`src/rtl/inst_encoder.sv`:
```
// inst_encoder: packs RISC-V style instruction fields into 32-bit words and
// streams them, with consecutive word addresses, to an instruction-memory writer.
// A single output register provides a valid/ready handshake on each side.
// Optional build macro STRICT_RANGE_EN: reject immediates that the selected
// format cannot represent exactly (emits NOP with out_err=1).
module inst_encoder #(
    parameter int ADDR_W    = 10,
    parameter int BASE_ADDR = 0
) (
    input  logic              clk,
    input  logic              rst_n,
    input  logic              clear,
    input  logic              in_valid,
    output logic              in_ready,
    input  logic [2:0]        fmt,
    input  logic [6:0]        opcode,
    input  logic [4:0]        rd,
    input  logic [4:0]        rs1,
    input  logic [4:0]        rs2,
    input  logic [2:0]        funct3,
    input  logic [6:0]        funct7,
    input  logic [31:0]       imm,
    output logic              out_valid,
    input  logic              out_ready,
    output logic [31:0]       out_inst,
    output logic [ADDR_W-1:0] out_addr,
    output logic              out_err,
    output logic [7:0]        err_count
);

    localparam logic [0:0]        ST_EMPTY = 1'b0;
    localparam logic [0:0]        ST_FULL  = 1'b1;
    localparam logic [ADDR_W-1:0] BASE     = ADDR_W'(BASE_ADDR);
    localparam logic [31:0]       NOP      = 32'h0000_0013;

    logic [0:0]        state_q, state_d;
    logic [31:0]       inst_q;
    logic              err_q;
    logic [ADDR_W-1:0] addr_q;
    logic [ADDR_W-1:0] cnt_q, cnt_d;
    logic [7:0]        errcnt_q, errcnt_d;

    logic        accept, out_hs;
    logic [31:0] packed_inst;
    logic        fmt_bad;
    logic        enc_err;
    logic [31:0] enc_inst;

    assign out_valid = (state_q == ST_FULL);
    assign in_ready  = !out_valid || out_ready;
    assign accept    = in_valid && in_ready;
    assign out_hs    = out_valid && out_ready;

    assign out_inst  = inst_q;
    assign out_err   = err_q;
    assign out_addr  = addr_q;
    assign err_count = errcnt_q;

    // Field packing per instruction format; illegal formats flagged.
    always_comb begin
        packed_inst = NOP;
        fmt_bad     = 1'b0;
        case (fmt)
            3'd0: packed_inst = {funct7, rs2, rs1, funct3, rd, opcode};
            3'd1: packed_inst = {imm[11:0], rs1, funct3, rd, opcode};
            3'd2: packed_inst = {imm[11:5], rs2, rs1, funct3, imm[4:0], opcode};
            3'd3: packed_inst = {imm[12], imm[10:5], rs2, rs1, funct3,
                                 imm[4:1], imm[11], opcode};
            3'd4: packed_inst = {imm[31:12], rd, opcode};
            3'd5: packed_inst = {imm[20], imm[10:1], imm[11], imm[19:12], rd, opcode};
            default: fmt_bad = 1'b1;
        endcase
    end

`ifdef STRICT_RANGE_EN
    logic range_bad;

    // Immediate must be exactly representable in the selected format.
    always_comb begin
        range_bad = 1'b0;
        case (fmt)
            3'd1, 3'd2: range_bad = !((&imm[31:11]) || !(|imm[31:11]));
            3'd3:       range_bad = !((&imm[31:12]) || !(|imm[31:12])) || imm[0];
            3'd4:       range_bad = |imm[11:0];
            3'd5:       range_bad = !((&imm[31:20]) || !(|imm[31:20])) || imm[0];
            default:    range_bad = 1'b0;
        endcase
    end

    assign enc_err = fmt_bad || range_bad;
`else
    logic unused_imm0;
    assign unused_imm0 = imm[0];
    assign enc_err     = fmt_bad;
`endif

    assign enc_inst = enc_err ? NOP : packed_inst;

    // Next-state logic: FSM, address counter and saturating error counter.
    // The counter advances on output handshakes, so a word loaded in the same
    // cycle as a handshake takes the post-increment (or post-clear) value.
    always_comb begin
        state_d = state_q;
        case (state_q)
            ST_EMPTY: if (accept)            state_d = ST_FULL;
            ST_FULL:  if (out_hs && !accept) state_d = ST_EMPTY;
            default:                         state_d = ST_EMPTY;
        endcase

        cnt_d = cnt_q;
        if (clear)       cnt_d = BASE;
        else if (out_hs) cnt_d = cnt_q + 1'b1;

        errcnt_d = errcnt_q;
        if (clear)                                         errcnt_d = '0;
        else if (accept && enc_err && errcnt_q != 8'hFF)   errcnt_d = errcnt_q + 8'd1;
    end

    // State and counter registers.
    always_ff @(posedge clk or negedge rst_n) begin
        if (!rst_n) begin
            state_q  <= ST_EMPTY;
            cnt_q    <= BASE;
            errcnt_q <= '0;
        end else begin
            state_q  <= state_d;
            cnt_q    <= cnt_d;
            errcnt_q <= errcnt_d;
        end
    end

    // Output word register, loaded on each accepted request.
    always_ff @(posedge clk or negedge rst_n) begin
        if (!rst_n) begin
            inst_q <= '0;
            err_q  <= 1'b0;
            addr_q <= BASE;
        end else if (accept) begin
            inst_q <= enc_inst;
            err_q  <= enc_err;
            addr_q <= cnt_d;
        end
    end

endmodule

```
`config.mk`:
```
export PLATFORM = sky130hd
export DESIGN_NAME = inst_encoder
export DESIGN_NICKNAME = d
export VERILOG_FILES = /design/src/rtl/inst_encoder.sv
export SDC_FILE = /design/constraint.sdc
export NUM_CORES = 1
export LEC_CHECK = 0
export BUFFER_PORTS_ARGS = -buffer_cell sky130_fd_sc_hd__buf_4
export CAP_MARGIN = 20
export CORE_ASPECT_RATIO = 0.6
export CORE_UTILIZATION = 48
export CTS_CLUSTER_DIAMETER = 100
export DETAILED_ROUTE_END_ITERATION = 6
export PLACE_DENSITY = 0.8
export SLEW_MARGIN = 20
export SYNTH_ARGS = -nofsm -noshare
export SYNTH_HDL_FRONTEND = slang
export SYNTH_SLANG_ARGS = --single-unit
```
`constraint.sdc`:
```
create_clock -name clk -period 1.71 [get_ports clk]
set_input_delay 0.342 -clock clk [delete_from_list [all_inputs] [get_ports clk]]
set_output_delay 0.342 -clock clk [all_outputs]
set_load 0.05 [all_outputs]
```
* After elaboration in Yosys (flattened, before gate mapping) *
Cells that the tools add are included.

storage, ports and cells
  output and inout port bits = 53
  logic and storage cells = 36
  bits of input ports = 72
  register bits after elaboration = 62

cells by class
  muxes and demuxes = 10
  add/sub/neg operators = 2
  equal/unequal tests = 6
  bitwise logic cells = 1
  reduce and logical (&&, ||, !) cells = 11

operators with widths
  cell                     count
  $pmux W32 S6             1
  $mux W32                 1
  $mux W10                 2
  $mux W8                  2
  $add A10 B1 Y10 const B  1
  $add A8 B1 Y8 const B    1
  $ne A8 B8 Y1 const B     1
  $eq A3 B2 Y1 const B     2
  $eq A3 B3 Y1 const B     2
  $reduce_or A6 Y1         1
  $logic_and A1 B1 Y1      5
  $eq A3 B1 Y1 const B     1
  $logic_not A3 Y1         1
  $mux W1                  3
  $logic_not A1 Y1         2
  $pmux W1 S2              1
  $reduce_bool A2 Y1       1
  $logic_or A1 B1 Y1       1
  $not A1 Y1               1

* Longest topological paths before layout *
Gate-level depths: netlist of the first run.

  depth in word-level cells = 7
  gate-level depth with buffers = 7
  depth with buffers taken out = 5

* Worst setup path after synthesis of the first run *
No wires, ideal clock.

  path type = reg-to-reg
  from = register errcnt_q[0] (netlist: err_count[0])
  to = register errcnt_q[6] (netlist: err_count[6])
  setup time = 0.128 ns
  path slack = -0.204 ns
  clock period less this slack = 1.914 ns
  buffers on the path = 0
  arrival time = 1.786 ns
  stages on the path, launching flop included = 6
  data required time = 1.582 ns
  cell sequence = dfrtp_1 ha_1 nand2_1 a2111oi_4 nand3_1 mux2_1

on the way
  cells in the longest elaborated chain, start to end = 3
  elaborated cells on any way between the ends = 6
  classes of those cells = add/sub (1); eq/ne (1); mux (2); reduce/logical (2)

ends and longest elaborated chain
  what                                                   line  RTL
  start, declared                                        41    logic [7:0] errcnt_q, errcnt_d;
  start signal, assigned                                 128   errcnt_q <= errcnt_d;
  $add A8 B1 Y8 / $ne A8 B8 Y1 (equally long branches)   116   else if (accept && enc_err && errcnt_q != 8'hFF) errcnt_d = errcnt_q + 8'd1;
  $mux W8 / $logic_and A1 B1 Y1 (equally long branches)  116
  $mux W8 / $reduce_bool A2 Y1 (equally long branches)   --

Parallel ways exist; a longest one is shown, timed or not. The select of a mux whose other input is x is not followed.
A chain may end at the register's enable or synchronous reset.

* Worst setup path after layout of the first run *
  from = register errcnt_q[1] (netlist: err_count[1])
  to = register errcnt_q[5] (netlist: err_count[5])

Same word-level chain as after synthesis.

==> results.ini, run 1 <==
[run_status]
status = finished, final reports clean

[power]
p_leak_nw = 2.035
power_mw = 4.110
ir_drop_mv = 0.5172
p_per_area_nw_per_um2 = 948.9

[worst_setup_path]
slowest_stage = or4_1
crit_path_max_fanout = 5
reg2reg_from = err_count[1]$_DFFE_PN0P_
cp-end-kind = register
cp-endpoint = err_count[5]$_DFFE_PN0P_
cp_cell_sequence = ha_4 > nand2_1 > o211ai_1 > or4_1 > a21oi_1
max_stage_delay_ps = 520
critical_path_class = reg2reg
crit_buf_inv = 0
r2r_setup_slack_ps = 70
cp.required_ps = 1960
arrival_ps = 1890
worst_setup_path_start_kind = register
reg2reg_to = err_count[5]$_DFFE_PN0P_
reg2regPathDepth = 5
cpLargestDelayFamily = simple AND/OR/NAND/NOR gates
critical_path.startpoint = err_count[1]$_DFFE_PN0P_
crit_cells = 5

[logic_synthesis]
synth_area_um2 = 2997
synth-seq-cells = 62
synth.area.top_cells = dfrtp_1, nor2_1, nand2_1
ys_seq_area_frac = 0.5177
synthAdderAreaFrac = 0.008351
synth-edff-count = 0
synth_top_area_share = 0.5177
syn-num-nets = 377
netlist_instances = 303
async_flop_share = 1.000
yosys_warnings = 0
synth_cell_type_count = 45
synth_ff_type = dfrtp_1
synth_simple_gate_area_frac = 0.1820
synth.largest_area_cell = dfrtp_1
synth_xor_area_frac = 0.02923
synth_top_family_by_area = compound AO/OA/AOI/OAI gates
synthMuxAreaShare = 0.03257
avgSynthCellArea_um2 = 9.890
synth_compound_area_frac = 0.2000

[floorplan]
core_um2 = 5781
start_util = 0.5184
rows = 21
io_pins = 125
die_w_um = 104.0
die_h_um = 63.20
dieArea_um2 = 6573

[clocking]
cts_tree = yes
cts_made_buffers = 9
clock_path_buffers = 2
cts.sinks = 62
cts_htree_levels = 3
clock_latency_ps = 330
root_buffer = clkbuf_8
path_clk_slew_ps = 70

[timing]
hold_violations = 0
setup-tns-final_ps = 0
fin_crit_ps = 1642
worst_pin_slew_ps = 868.1
max-slew-margin-rel = 0.4201
finalCritPeriodShare = 0.9600
maxClockFrequency_ghz = 0.6092
worst_clock_skew_ps = 3.303
rsz0062_at_grt = false
drv_slew = 0
setup_violations = 0
fin_ws_ps = 68.39
holdWs_ps = 233.3

[global_route]
first_global_vias = 2721
overflow = 0
grt_pass1_wl_mm = 13.52
grt_max_degree = 41
antenna_found_initial = 0
grtUsageTotal = 0.2644

[place]
placed_cell_area_um2 = 4084
io_buffers = 124
gp_congestion = 0.8436
dp_hpwl_mm = 6.226
dp_slack_ps = -24.12
dp.cells = 503

[drt]
detail_route.wl_per_cell_um = 16.14
drtAntennaViolNets = 0
totalWireLength_mm = 8.440
num_vias = 2897
viasPerCell = 5.539
first_iter_violations = 169
drc = 0
drt_pass1_iterations = 4

[layout]
final_util = 0.7494
n_fill_cell = 442
nets = 512
layout-drive-gt1-share = 0.3995
fin_cells = 523
layout_common_cells = buf_4, dfrtp_1, nor2_1, nand2_1, o21ai_0
area_growth_pct = 44.55
fin_area_um2 = 4332
final_common_cell = buf_4
diodes = 0

[hold_path]
hp-class = in2reg

[run]
drv_cap = 0

[area by class of cell]
| type | instances | area [µm²] | area share |
|---|---|---|---|
| clock inverter | 6 | 61.31 | 0.01415 |
| clock buffer | 10 | 137.6 | 0.03177 |
| multi-input combinational | 221 | 1371 | 0.3166 |
| tap | 80 | 100.1 | 0.02311 |
| inverter | 3 | 13.76 | 0.003177 |
| sequential | 62 | 1562 | 0.3605 |
| timing repair buffer | 141 | 1086 | 0.2507 |
[synth_stat cells, types with 7 or more instances]
| master | number |
|---|---|
| a22oi_1 | 16 |
| clkbuf_1 | 8 |
| o21ai_0 | 20 |
| nand3_1 | 12 |
| dfrtp_1 | 62 |
| a21oi_1 | 7 |
| nand2_1 | 35 |
| a221oi_1 | 14 |
| nor2_1 | 45 |
[where the power goes]
group / internal, mW / switching [mW]
combinational: 0.409 / 0.752
sequential: 1.59 / 0.0812
clock: 0.707 / 0.569
total: 2.71 / 1.40
[sequential cells by signal, indices dropped and copies added, names as in the netlist]
name       count
cnt_q         10
err_count      8
out_addr      10
out_err        1
out_inst      32
out_valid      1
[worst min path at each step]
stage	depth (start not counted)	to	slack, ps	startpoint
floorplan	0	cnt_q[0]$_DFF_PN0_	50	rst_n
global placement	1	out_inst[9]$_DFFE_PN0P_	260	rst_n
detailed placement	1	out_inst[9]$_DFFE_PN0P_	270	rst_n
CTS	3	out_inst[3]$_DFFE_PN0P_	220	opcode[3]
global route	3	out_inst[3]$_DFFE_PN0P_	230	opcode[3]
finish	3	out_inst[3]$_DFFE_PN0P_	230	opcode[3]
[logic make-up (layout without fill, tap and decap cells)]
kind of cell               Yosys count  in the layout
DFF                                 62             62
xor gates and xnor gates            10             10
muxes                                9              9
adders and majority gates            2              2
AOI/OAI and AO/OA                   82             82
and+or+nand+nor                    118            118
buffers and inverters               20            160
[repair_timing]
| item | 4_1_cts | 5_1_grt |
|---|---|---|
| resized for setup | 0 | 4 |
| buffers inserted | 0 | 3 |
| endpoints found under the setup margin | 0 | 8 |
| hold buffers | 1 | 0 |
| hold endpoints to repair | 22 | 0 |
[tightest hold or removal path: stages]
cell	delay [ps]
buf_4	80
nand3_1	50
nand2_1	60
[layer usage]
layer	vias to the layer above	share of wire	GRT usage	routed length [µm]
met5	-	0	0	0
li1	1380	-	-	-
met2	111	0.46	0.3967	3847
met3	12	0.069	0.07350	586
met4	0	0.013	0.08036	106
met1	1394	0.46	0.3738	3900
Note: power is estimated with default switching activity, not from simulation.
==> inputs of run 2 (changes only) <==
Clock period 1.71 ns to 1.7 ns, I/O delays scaled along.
==> run 2 against run 1 <==
First-iteration DRC count rose by 35%. Clock skew rose by 3.8 ps. Sequential power barely moved. Largest cell class unchanged. Critical path depth fell by 1. Critical path type unchanged. Count of clock-buffer cells in the layout fell by 1. Sequential cell count did not move. Highest routed layer unchanged. Core utilization fell by 0.69 points. Non-clock buffer count fell by 2. Routed wire length rose by 3.1%. Final cell count fell by 0.38%. Via count rose by 2.6%.
==> results.ini, run 2 (synthesis results as in run 1) <==
[run_status]
status = finished, final reports clean

[global_route]
antenna_found_initial = 0  ; unchanged
grt_pass1_wl_mm = 14.02  ; +3.7%
busiest_layer = met2
grtUsageTotal = 0.2783  ; +0.01387
overflow = 0  ; unchanged
use_met3 = 0.08178  ; +0.008282
grtUsageMet2 = 0.4267  ; +0.03000
first_global_vias = 2805  ; +3.1%
grt_max_degree = 38  ; -7.3%
grt_util_met1 = 0.3850  ; +0.01116

[drt]
drtAntennaViolNets = 0  ; unchanged
detail_route.wl_per_cell_um = 16.70  ; +3.5%
viasPerCell = 5.704  ; +3.0%
first_iter_violations = 228  ; +35%
drc = 0  ; unchanged
totalWireLength_mm = 8.702  ; +3.1%
drt_pass1_iterations = 4  ; unchanged
num_vias = 2972  ; +2.6%

[layout]
layout_common_cells = buf_4, dfrtp_1, nor2_1, nand2_1, o21ai_0
layout-drive-gt1-share = 0.3946  ; -0.004991
largest_register_ffs = 32  ; unchanged
n_fill_cell = 444  ; +0.45%
diodes = 0  ; unchanged
nets = 510  ; -0.39%
fin_cells = 521  ; -0.38%
area_growth_pct = 43.22
final_common_cell = buf_4
final_util = 0.7424  ; -0.006927

[worst_setup_path]
critical_path_class = reg2reg
crit_path_max_fanout = 5  ; unchanged
cpLargestDelayFamily = flip-flops
arrival_ps = 1880  ; about the same
cp-end-kind = register
slowest_stage = dfrtp_2
r2r_setup_slack_ps = 50  ; -20 ps
cp_cell_sequence = and4_1 > a2111oi_4 > nand3_1 > mux2_1
crit_cells = 4  ; -1
cp-endpoint = err_count[6]$_DFFE_PN0P_
reg2reg_from = err_count[3]$_DFFE_PN0P_
reg2regPathDepth = 4  ; -1
critical_path.startpoint = err_count[3]$_DFFE_PN0P_
crit_buf_inv = 0  ; unchanged
worst_setup_path_start_kind = register
cp.required_ps = 1930  ; -30 ps
max_stage_delay_ps = 450  ; -70 ps
reg2reg_to = err_count[6]$_DFFE_PN0P_

[run]
drv_cap = 0  ; unchanged

[timing]
finalCritPeriodShare = 0.9703  ; +0.01025
setup_violations = 0  ; unchanged
hold_violations = 0  ; unchanged
worst_clock_skew_ps = 7.140  ; +3.837 ps
fin_crit_ps = 1649  ; +7.832 ps
maxClockFrequency_ghz = 0.6063  ; -0.47%
drv_slew = 0  ; unchanged
max-slew-margin-rel = 0.4522  ; +0.03204
worst_pin_slew_ps = 820.1  ; -47.97 ps

[floorplan]
die_h_um = 63.20  ; unchanged
rows = 21  ; unchanged
core_um2 = 5781  ; unchanged
dieArea_um2 = 6573  ; unchanged
start_util = 0.5184  ; unchanged
die_w_um = 104.0  ; unchanged
io_pins = 125  ; unchanged

[clocking]
cts_htree_levels = 3  ; unchanged
clock_latency_ps = 350  ; +20 ps
root_buffer = clkbuf_8
path_clk_slew_ps = 70  ; about the same
cts_made_buffers = 9  ; unchanged
clock_path_buffers = 2  ; unchanged
cts.sinks = 62  ; unchanged
cts_tree = yes

[hold_path]
hp-class = in2reg

[place]
dp_hpwl_mm = 6.439  ; +3.4%
dp.cells = 503  ; unchanged
gp_congestion = 0.8333  ; -1.2%
io_buffers = 124  ; unchanged

[power]
p_per_area_nw_per_um2 = 932.4  ; -1.7%
power_mw = 4.001  ; -2.7%
p_leak_nw = 2.010  ; -1.2%
ir_drop_mv = 0.4969  ; -3.9%

==> run 2: per-layer routing <==
metal  part of all wire  vias up
met2               0.47      114
met3              0.058       16
met4              0.019        0
met5                  0        -
met1               0.46     1458
li1                   -     1384
==> run 2: cell type report <==
| cell class | count | area, µm² | share of cell area |
|---|---|---|---|
| flip-flops and latches | 62 | 1562 | 0.3638 |
| repair buffers | 139 | 1071 | 0.2496 |
| multi-input cells | 221 | 1370 | 0.3192 |
| clock inverters | 7 | 51.30 | 0.01195 |
| clock buffers | 9 | 123.9 | 0.02886 |
| inverters | 3 | 13.76 | 0.003207 |
| well taps | 80 | 100.1 | 0.02332 |
==> run 2: how the worst min path moves through the flow <==
stage	to	slack, ps	cells after the start	start
after floorplan	cnt_q[0]$_DFF_PN0_	40	0	rst_n
after global placement	out_inst[8]$_DFFE_PN0P_	330	1	rst_n
after detailed placement	out_inst[8]$_DFFE_PN0P_	330	1	rst_n
after CTS	out_inst[5]$_DFFE_PN0P_	210	3	opcode[5]
after global routing	out_inst[5]$_DFFE_PN0P_	210	3	opcode[5]
final	out_inst[5]$_DFFE_PN0P_	220	3	opcode[5]
==> run 2: repair_timing <==
action                     4_1_cts  5_1_grt
setup endpoints to repair        0        5
gates resized for setup          0        3
hold endpoints to repair        33        0
hold buffers                     1        0
setup buffers                    0        1
==> run 2: worst reg2reg max path, stage by stage (launching register included) <==
cell,delay (ps)
dfrtp_2,450
and4_1,240
a2111oi_4,390
nand3_1,140
mux2_1,320
==> run 2: power by group <==
part	total [mW]	switching (mW)	internal (mW)
sequential	1.68	0.0785	1.60
clock	1.15	0.622	0.529
combinational	1.17	0.761	0.410
==> run 2: metrics by stage <==
step           setup slack, ps  hold WS (ps)  cell area, µm²  setup TNS (ps)
6_report                 50.56         215.8            4292               0
5_1_grt                 -4.977         211.1            4292          -4.977
4_1_cts                  16.04         206.9            4272               0
3_5_place_dp            -9.661         326.9            4086          -9.661
3_3_place_gp             58.50         325.2            4086               0
2_1_floorplan           -26.78         44.41            3012          -26.78
